File: config.mk
export PLATFORM = sky130hd
export DESIGN_NAME = tlc_phase_arbiter_flat
export DESIGN_NICKNAME = d
export VERILOG_FILES = /design/src/rtl/tlc_phase_arbiter_if.sv /design/src/rtl/tlc_phase_arbiter.sv /design/src/flat_wrapper.sv
export SDC_FILE = /design/constraint.sdc
export NUM_CORES = 1
export LEC_CHECK = 0
export CORE_ASPECT_RATIO = 1.5
export CORE_UTILIZATION = 45
export CTS_BUF_LIST = sky130_fd_sc_hd__clkbuf_16
export DETAILED_ROUTE_END_ITERATION = 10
export PLACE_DENSITY = 0.71
export SLEW_MARGIN = 20
export SYNTH_ARGS = -nofsm -noshare
export SYNTH_HDL_FRONTEND = slang
export SYNTH_SLANG_ARGS = --single-unit
File: constraint.sdc
create_clock -name clk -period 4.78 [get_ports clk]
set_input_delay 0.956 -clock clk [delete_from_list [all_inputs] [get_ports clk]]
set_output_delay 0.956 -clock clk [all_outputs]
set_load 0.01 [all_outputs]
File: src/rtl/tlc_phase_arbiter_if.sv
// Grant handshake between the phase arbiter and the light sequencer.
interface tlc_phase_arbiter_if #(
  parameter int PW = 3
) ();
  logic          grant_valid;
  logic [PW-1:0] grant_phase;
  logic          grant_ready;
  logic          phase_done;
  logic          abort;

  modport master (
    output grant_valid, grant_phase, abort,
    input  grant_ready, phase_done
  );

  modport slave (
    input  grant_valid, grant_phase, abort,
    output grant_ready, phase_done
  );
endinterface

File: src/rtl/tlc_phase_arbiter.sv
// Green-phase scheduler: sticky per-phase requests, round-robin pick with
// emergency preemption, one phase handed to the sequencer at a time.
//
// state  | meaning
// -------+-----------------------------------------------------------
// IDLE   | nothing in flight; picks a phase once a request is present
// OFFER  | grant_phase offered, frozen until the sequencer accepts
// ACTIVE | phase being served; waits for phase_done, may raise abort
module tlc_phase_arbiter #(
  parameter int NPH = 5,
  parameter int PW  = 3
) (
  input  logic                   clk,
  input  logic                   reset,
  input  logic [NPH-1:0]         sensor,
  input  logic                   preempt,
  input  logic [PW-1:0]          preempt_phase,
  tlc_phase_arbiter_if.master    bus,
  output logic [NPH-1:0]         pending,
  output logic                   busy
);

  typedef enum logic [1:0] {IDLE, OFFER, ACTIVE} state_t;

  state_t         state_q, state_d;
  logic [PW-1:0]  grant_phase_q, grant_phase_d;
  logic [PW-1:0]  last_phase_q, last_phase_d;
  logic           abort_q, abort_d;
  logic [NPH-1:0] pending_q, pending_d;

  logic           pv;
  logic [PW-1:0]  sel;
  logic [PW-1:0]  idx;
  logic [NPH-1:0] gp_onehot;
  logic [NPH-1:0] sensor_mask;
  logic [NPH-1:0] clr;

  // An out-of-range emergency phase is treated as no emergency at all.
  assign pv        = preempt && ({1'b0, preempt_phase} < (PW+1)'(NPH));
  assign gp_onehot = NPH'(1) << grant_phase_q;

  // Round-robin search starts just after the last served phase and ends on it;
  // iterating from the far end lets the nearest hit overwrite earlier ones.
  always_comb begin
    sel = '0;
    idx = '0;
    for (int i = NPH; i >= 1; i--) begin
      idx = PW'((int'(last_phase_q) + i) % NPH);
      if (pending_q[idx]) sel = idx;
    end
    if (pv) sel = preempt_phase;
  end

  // Next-state, grant, abort and pending-update decode.
  always_comb begin
    state_d       = state_q;
    grant_phase_d = grant_phase_q;
    last_phase_d  = last_phase_q;
    abort_d       = abort_q;
    sensor_mask   = sensor;
    clr           = '0;
    case (state_q)
      IDLE: begin
        if (pv || (|pending_q)) begin
          grant_phase_d = sel;
          state_d       = OFFER;
        end
      end
      OFFER: begin
        if (bus.grant_ready) begin
          state_d      = ACTIVE;
          last_phase_d = grant_phase_q;
          clr          = gp_onehot;
        end
      end
      ACTIVE: begin
        // The phase on green does not re-request itself.
        sensor_mask = sensor & ~gp_onehot;
        if (bus.phase_done) begin
          state_d = IDLE;
          abort_d = 1'b0;
        end else if (pv && (preempt_phase != grant_phase_q)) begin
          abort_d = 1'b1;
        end
      end
      default: state_d = IDLE;
    endcase
    // Clear wins over a same-cycle set.
    pending_d = (pending_q | sensor_mask) & ~clr;
  end

  // State and datapath registers.
  always_ff @(posedge clk or posedge reset) begin
    if (reset) begin
      state_q       <= IDLE;
      grant_phase_q <= '0;
      last_phase_q  <= PW'(NPH - 1);
      abort_q       <= 1'b0;
      pending_q     <= '0;
    end else begin
      state_q       <= state_d;
      grant_phase_q <= grant_phase_d;
      last_phase_q  <= last_phase_d;
      abort_q       <= abort_d;
      pending_q     <= pending_d;
    end
  end

  assign bus.grant_valid = (state_q == OFFER);
  assign bus.grant_phase = grant_phase_q;
  assign bus.abort       = abort_q;
  assign pending         = pending_q;
  assign busy            = (state_q != IDLE);

endmodule

File: src/flat_wrapper.sv
// flat-port wrapper written by rule: the top's interface ports become plain ports
module tlc_phase_arbiter_flat 
#(
  parameter int NPH = 5,
  parameter int PW  = 3
)
  (clk, reset, sensor, preempt, preempt_phase, pending, busy, bus_grant_valid, bus_grant_phase, bus_abort, bus_grant_ready, bus_phase_done);
  tlc_phase_arbiter_if #(.PW(PW)) bus_i ();
  input  logic clk;
  input  logic reset;
  input  logic [NPH-1:0] sensor;
  input  logic preempt;
  input  logic [PW-1:0] preempt_phase;
  output logic [NPH-1:0] pending;
  output logic busy;
  output wire logic [$bits(bus_i.grant_valid)-1:0] bus_grant_valid;
  output wire logic [$bits(bus_i.grant_phase)-1:0] bus_grant_phase;
  output wire logic [$bits(bus_i.abort)-1:0] bus_abort;
  input wire logic [$bits(bus_i.grant_ready)-1:0] bus_grant_ready;
  input wire logic [$bits(bus_i.phase_done)-1:0] bus_phase_done;
  assign bus_grant_valid = bus_i.grant_valid;
  assign bus_grant_phase = bus_i.grant_phase;
  assign bus_abort = bus_i.abort;
  assign bus_i.grant_ready = bus_grant_ready;
  assign bus_i.phase_done = bus_phase_done;
  tlc_phase_arbiter #(.NPH(NPH), .PW(PW)) u_core (.clk(clk), .reset(reset), .sensor(sensor), .preempt(preempt), .preempt_phase(preempt_phase), .bus(bus_i), .pending(pending), .busy(busy));
endmodule
### Word level (Yosys, flattened, before mapping)

Index checks and enable logic that the tools add are counted.

* add/subtract/negate cells: 5
* divide/modulo/power cells: 5
* magnitude comparators: 6
* eq/ne operators: 6
* shifts and indexed selects: 1
* multiplexer cells: 25
* bitwise logic cells: 5
* reductions and logical operators: 11

Operators by type and width (number)
* 32-bit by 4-bit remainder unit with 32-bit output, second input constant: 5
* 3-bit by 4-bit less-than comparator with 1-bit output, second input constant: 5
* 3-bit two-way mux: 6
* 1-bit binary-select mux with 3-bit select: 5
* 5-bit two-way mux: 3
* 5-bit bitwise AND: 2
* 5-bit inverter: 2
* 3-bit by 2-bit adder with 4-bit output, second input constant: 2
* 3-bit by 3-bit adder with 4-bit output, second input constant: 2
* 1-bit two-way mux: 7
* 2-bit two-way mux: 3
* 2-bit case mux with 3 select lines: 1
* 2-bit AND reduction: 3
* 5-bit bitwise OR: 1
* 5-bit OR reduction: 1
* 1-bit by 3-bit left shift with 5-bit output, first input constant: 1
* 3-bit by 1-bit adder with 4-bit output, second input constant: 1
* 2-bit by 1-bit != test with 1-bit output, second input constant: 2
* 2-bit nonzero test: 2
* 3-bit less-than comparator, second input constant: 1
* 3-bit != test: 1
* 3-bit AND reduction: 1
* 2-bit by 1-bit == test with 1-bit output, second input constant: 1
* 2-bit == test, second input constant: 1
* 4 further kinds: 5

* bits in registers: 14
* bits of input ports: 13
* output and inout port bits: 11
* logic and storage cells: 69

### Longest topological paths before layout

* depth in word-level cells: 10
* gate-level depth with buffers: 22
* depth with buffers taken out: 18

### Worst setup path after synthesis

No wires, ideal clock.

* path kind: flip-flop to flip-flop
* start point: reg u_core.last_phase_q[0]
* end point: reg u_core.grant_phase_q[0], in the netlist u_core.bus.grant_phase[0]
* data arrival time: 4.190 ns
* data required time: 4.648 ns
* setup slack: 0.458 ns
* cell stages (with the launch flop): 23
* clock period less this slack: 4.322 ns
* cells stage by stage: dfrtp_1 > buf_4 > buf_2 > clkbuf_1 > inv_1 > ha_1 > buf_2 > xnor2_1 > inv_2 > ha_1 > nor2_1 > a21oi_1 > xnor2_1 > inv_1 > ha_1 > nand2b_1 > nand3_1 > o221a_2 > or2_2 > o211ai_1 > o311ai_0 > o221ai_1 > a31oi_1

* cells in the longest elaborated chain, start to end: 10
* elaborated cells between the ends (all ways): 26

Ends and longest elaborated chain
* from (decl): line tlc_phase_arbiter.sv:27 `logic [PW-1:0] last_phase_q, last_phase_d;`
* from (signal assigned): line tlc_phase_arbiter.sv:97 `last_phase_q <= PW'(NPH - 1);`
* from (signal assigned): line tlc_phase_arbiter.sv:103 `last_phase_q <= last_phase_d;`
* 3-bit by 3-bit adder with 4-bit output: line tlc_phase_arbiter.sv:48 `idx = PW'((int'(last_phase_q) + i) % NPH);`
* 32-bit by 4-bit remainder unit with 32-bit output: line tlc_phase_arbiter.sv:48
* 1-bit binary-select mux with 3-bit select: line tlc_phase_arbiter.sv:49 `if (pending_q[idx]) sel = idx;`
* 1-bit two-way mux (implied by the code): line tlc_phase_arbiter.sv:49
* 3-bit two-way mux (4 in a row): line tlc_phase_arbiter.sv:49
* 3-bit two-way mux (*): line tlc_phase_arbiter.sv:49
* 3-bit two-way mux (*): line tlc_phase_arbiter.sv:51 `if (pv) sel = preempt_phase;`
* to (signal assigned): line tlc_phase_arbiter.sv:102 `grant_phase_q <= grant_phase_d;`
* to (decl): line tlc_phase_arbiter.sv:26 `logic [PW-1:0] grant_phase_q, grant_phase_d;`

Every way passes the cells marked *; elsewhere a longest branch is shown, timed or not. The select of a mux whose other input is x is not followed.
A chain may end at the register's enable or synchronous reset.

### Worst setup path after layout

* start point: reg u_core.last_phase_q[1]
* end point: reg u_core.grant_phase_q[0], in the netlist u_core.bus.grant_phase[0]

The elaborated chain is that of the path after synthesis.

==> results by group <==
Outcome
  • Run status: finished clean

Clock tree
  • Clock latency on the worst-skew pair: between 0.2 and 0.25 ns
  • Clock transition at path regs: approximately 0.05 ns
  • Root Buffer: clkbuf_16
  • CTS Buf Count: 3
  • CTS hold repair buffers: 0
  • CTS tree: built
  • Num Clock Sinks: 14
  • Post-CTS setup repair buffer count: 0
  • Clk buf depth: 2
  • # resized after CTS: 0
  • CTS H-tree depth: 1

STA
  • Final Hold Fails: 0
  • Fin crit share: roughly nine tenths
  • Max frequency: 228 MHz
  • Slew HR: 59.7%
  • RSZ-0062 raised after global routing: no
  • Layout Skew: roughly 0.00093 ns
  • Final setup TNS: 0 ns
  • Max Slew Vio Count: 0
  • Worst-Margin Slew: around 0.6 ns
  • Fin crit period: approximately 4.4 ns
  • Final setup fails: 0

GRT
  • First-pass GRT wire length: between 10 and 15 mm
  • Largest net degree at the start of global routing: 20
  • Vias in the first global route: about 2400
  • Global route overflow: 0
  • Total GRT Usage: between 20% and 30%
  • Initial antenna violation count: 0

Layout
  • Final nets: around 360
  • Non-filler cells, final: 389
  • # fillers: 536
  • Diode count: 0
  • Area of the multi-input gates: between 1500 and 2000 µm²
  • Syn-to-layout area delta: 12.8%
  • Final core utilization: between 50% and 60%
  • Layout cell share with drive strength beyond 1: about 10%
  • Reg area: around 350 µm²

Die
  • # rows: 33
  • Chip width: about 63 µm
  • Starting density of the core: 46.4%
  • Die Height: around 94 µm
  • Core area: 5450 µm²
  • Ports: 24
  • Die area: between 5000 and 6000 µm²

Logic synthesis
  • Yosys cell types: 66
  • Async SR Flop Fraction: 100%
  • Top cell type's share of synthesized area: around an eighth
  • Syn Area/Cell: 8.21 µm²
  • Synthesized net count: 347
  • Largest cells by area after synthesis: dfrtp_1 (13%), ha_1 (13%), mux4_2 (7.1%), mux2i_1 (4.8%), xnor2_1 (4.2%)
  • Mapped Cells: just over 300
  • Post-synth EDFFs: 0
  • Sequential share of the synthesized area: 13.9%
  • Mapped Area: ~2500 µm²
  • Synthesized flop and latch total: 14
  • Largest area contributor in the synthesized netlist: dfrtp_1
  • Yosys Warn Count: 0
  • Ys flop type: dfrtp_1

Detailed routing
  • Initial DRC count: around 130
  • DRC: 0
  • Drt via density: 6.20
  • WL/cell: approximately 17 µm
  • Final WL: ~6.5 mm
  • Final ANT Viol Nets: 0
  • DR vias: between 2000 and 2500
  • Drt pass-1 iters: 4

Worst setup path
  • Startpoint Class: flop
  • CP Data Required Time: about 4.9 ns
  • CP Capture Type: flop
  • Worst-path fanout max: 9
  • CP Class: reg -> reg
  • WP data arrival: about 4.5 ns

Placed design
  • IO Port Bufs: 23
  • Placer congestion estimate: approximately 0.93
  • Placed cells: 385
  • Dpl hpwl: around 5.0 mm

Min path
  • Hold crit path type: reg -> reg

Job
  • Max Cap Viol: 0
[cell usage after synthesis, types with 2 or more instances]
master and n:
o21ai_0 15, and2_1 4, inv_2 2, or3_1 2
nor2b_1 4, buf_2 4, o31ai_1 3, nand2b_1 8
nor4_1 4, a21oi_1 15, a2bb2oi_1 2, buf_4 3
or4_1 3, nor3_1 5, a31oi_1 6, ha_1 26
nand3_1 11, inv_1 21, o21bai_1 2, o211ai_1 7
a22oi_1 2, o221ai_1 3, clkbuf_1 12, a211oi_1 4
buf_6 2, nor3b_1 2, o31a_1 2, a2111oi_0 3
mux2_2 4, nor4b_1 2, nor2_1 20, mux4_2 8
xnor2_1 12, xor2_1 2, o22ai_1 3, and3b_1 2
or2_0 2, a41oi_1 2, nand2_1 20, mux2i_1 12
dfrtp_1 13, or2_2 3, a32oi_1 3
[area by class of cell]
type / count / share of cell area, %
clock inverter: 1 / 0.132
multi-input combinational: 249 / 69.2
timing repair buffer: 28 / 9.39
sequential: 14 / 12.3
inverter: 24 / 3.25
clock buffer: 3 / 2.63
tap: 70 / 3.07
[layout by cell type, fill, tap and decap left out, types with 6 or more instances in the layout]
cell type	netlist	routed
mux4_2	8	8
a31oi_1	6	6
nor2_1	20	20
inv_1	21	21
o21ai_0	15	15
mux2i_1	12	12
nand2b_1	8	8
ha_1	26	26
nand3_1	11	11
xnor2_1	12	12
nand2_1	20	20
a21oi_1	15	15
dfrtp_1	13	13
clkdlybuf4s50_1	0	23
o211ai_1	7	7
[registers in the layout (all words and copies together) (netlist names)]
name	count
u_core.pending	5
u_core.bus.grant_phase	3
u_core.last_phase_q	3
u_core.state_q	2
u_core.bus.abort	1
[layer usage]
metal	GRT usage [%]	up-vias	share of wire, %
met5	0	-	0
met2	43.2	62	53
li1	-	1171	-
met1	25.0	1154	39
met4	16.1	0	5.3
met3	2.43	24	2.4
[per-stage QoR]
stage               area [µm²]  setup WS, ns  hold slack (ns)
detailed placement        2770         0.456            0.481
CTS                       2850         0.420            0.488
global placement          2770         0.541            0.464
finish                    2850         0.397            0.484
global route              2850        0.0466            0.519
floorplan                 2530         0.458            0.449
[worst max-delay path: stages, from the launching register on]
cell	delay (ns)
dfrtp_1	0.55
inv_1	0.24
ha_1	0.35
xnor2_1	0.35
inv_2	0.12
ha_1	0.23
nor2_1	0.14
a21oi_1	0.11
xnor2_1	0.31
inv_1	0.13
ha_1	0.25
nand2b_1	0.10
nand3_1	0.10
o221a_2	0.29
or2_2	0.30
o211ai_1	0.17
o311ai_0	0.20
o221ai_1	0.21
a31oi_1	0.11
[path summary, 6_finish.rpt]
kind | startpoint | endpoint | slack [ns] | depth (start not counted)
hold reg to reg | u_core.state_q[1] | u_core.state_q[0] | 0.48 | 1
min in group asynchronous | reset | u_core.pending[0] | 1.05 | 2
setup reg to reg | u_core.last_phase_q[1] | u_core.bus.grant_phase[0] | 0.40 | 18
max in group asynchronous | reset | u_core.last_phase_q[2] | 3.37 | 2
hold / removal | u_core.state_q[1] | u_core.state_q[0] | 0.48 | 1
setup / recovery | u_core.last_phase_q[1] | u_core.bus.grant_phase[0] | 0.40 | 18
[logic make-up (layout without fill, tap and decap cells)]
group	count (synthesis)	count (layout)	synth area share, %
fa+ha+maj	26	26	12.9
simple gates	97	97	20.4
buf+inv	45	56	8.02
xor+xnor	16	16	6.83
compound gates	86	86	24.3
mux	24	24	13.7
flops	14	14	13.9
Power is not shown: default switching activity piles up to over one toggle a cycle in this logic, so the estimate is an artifact.
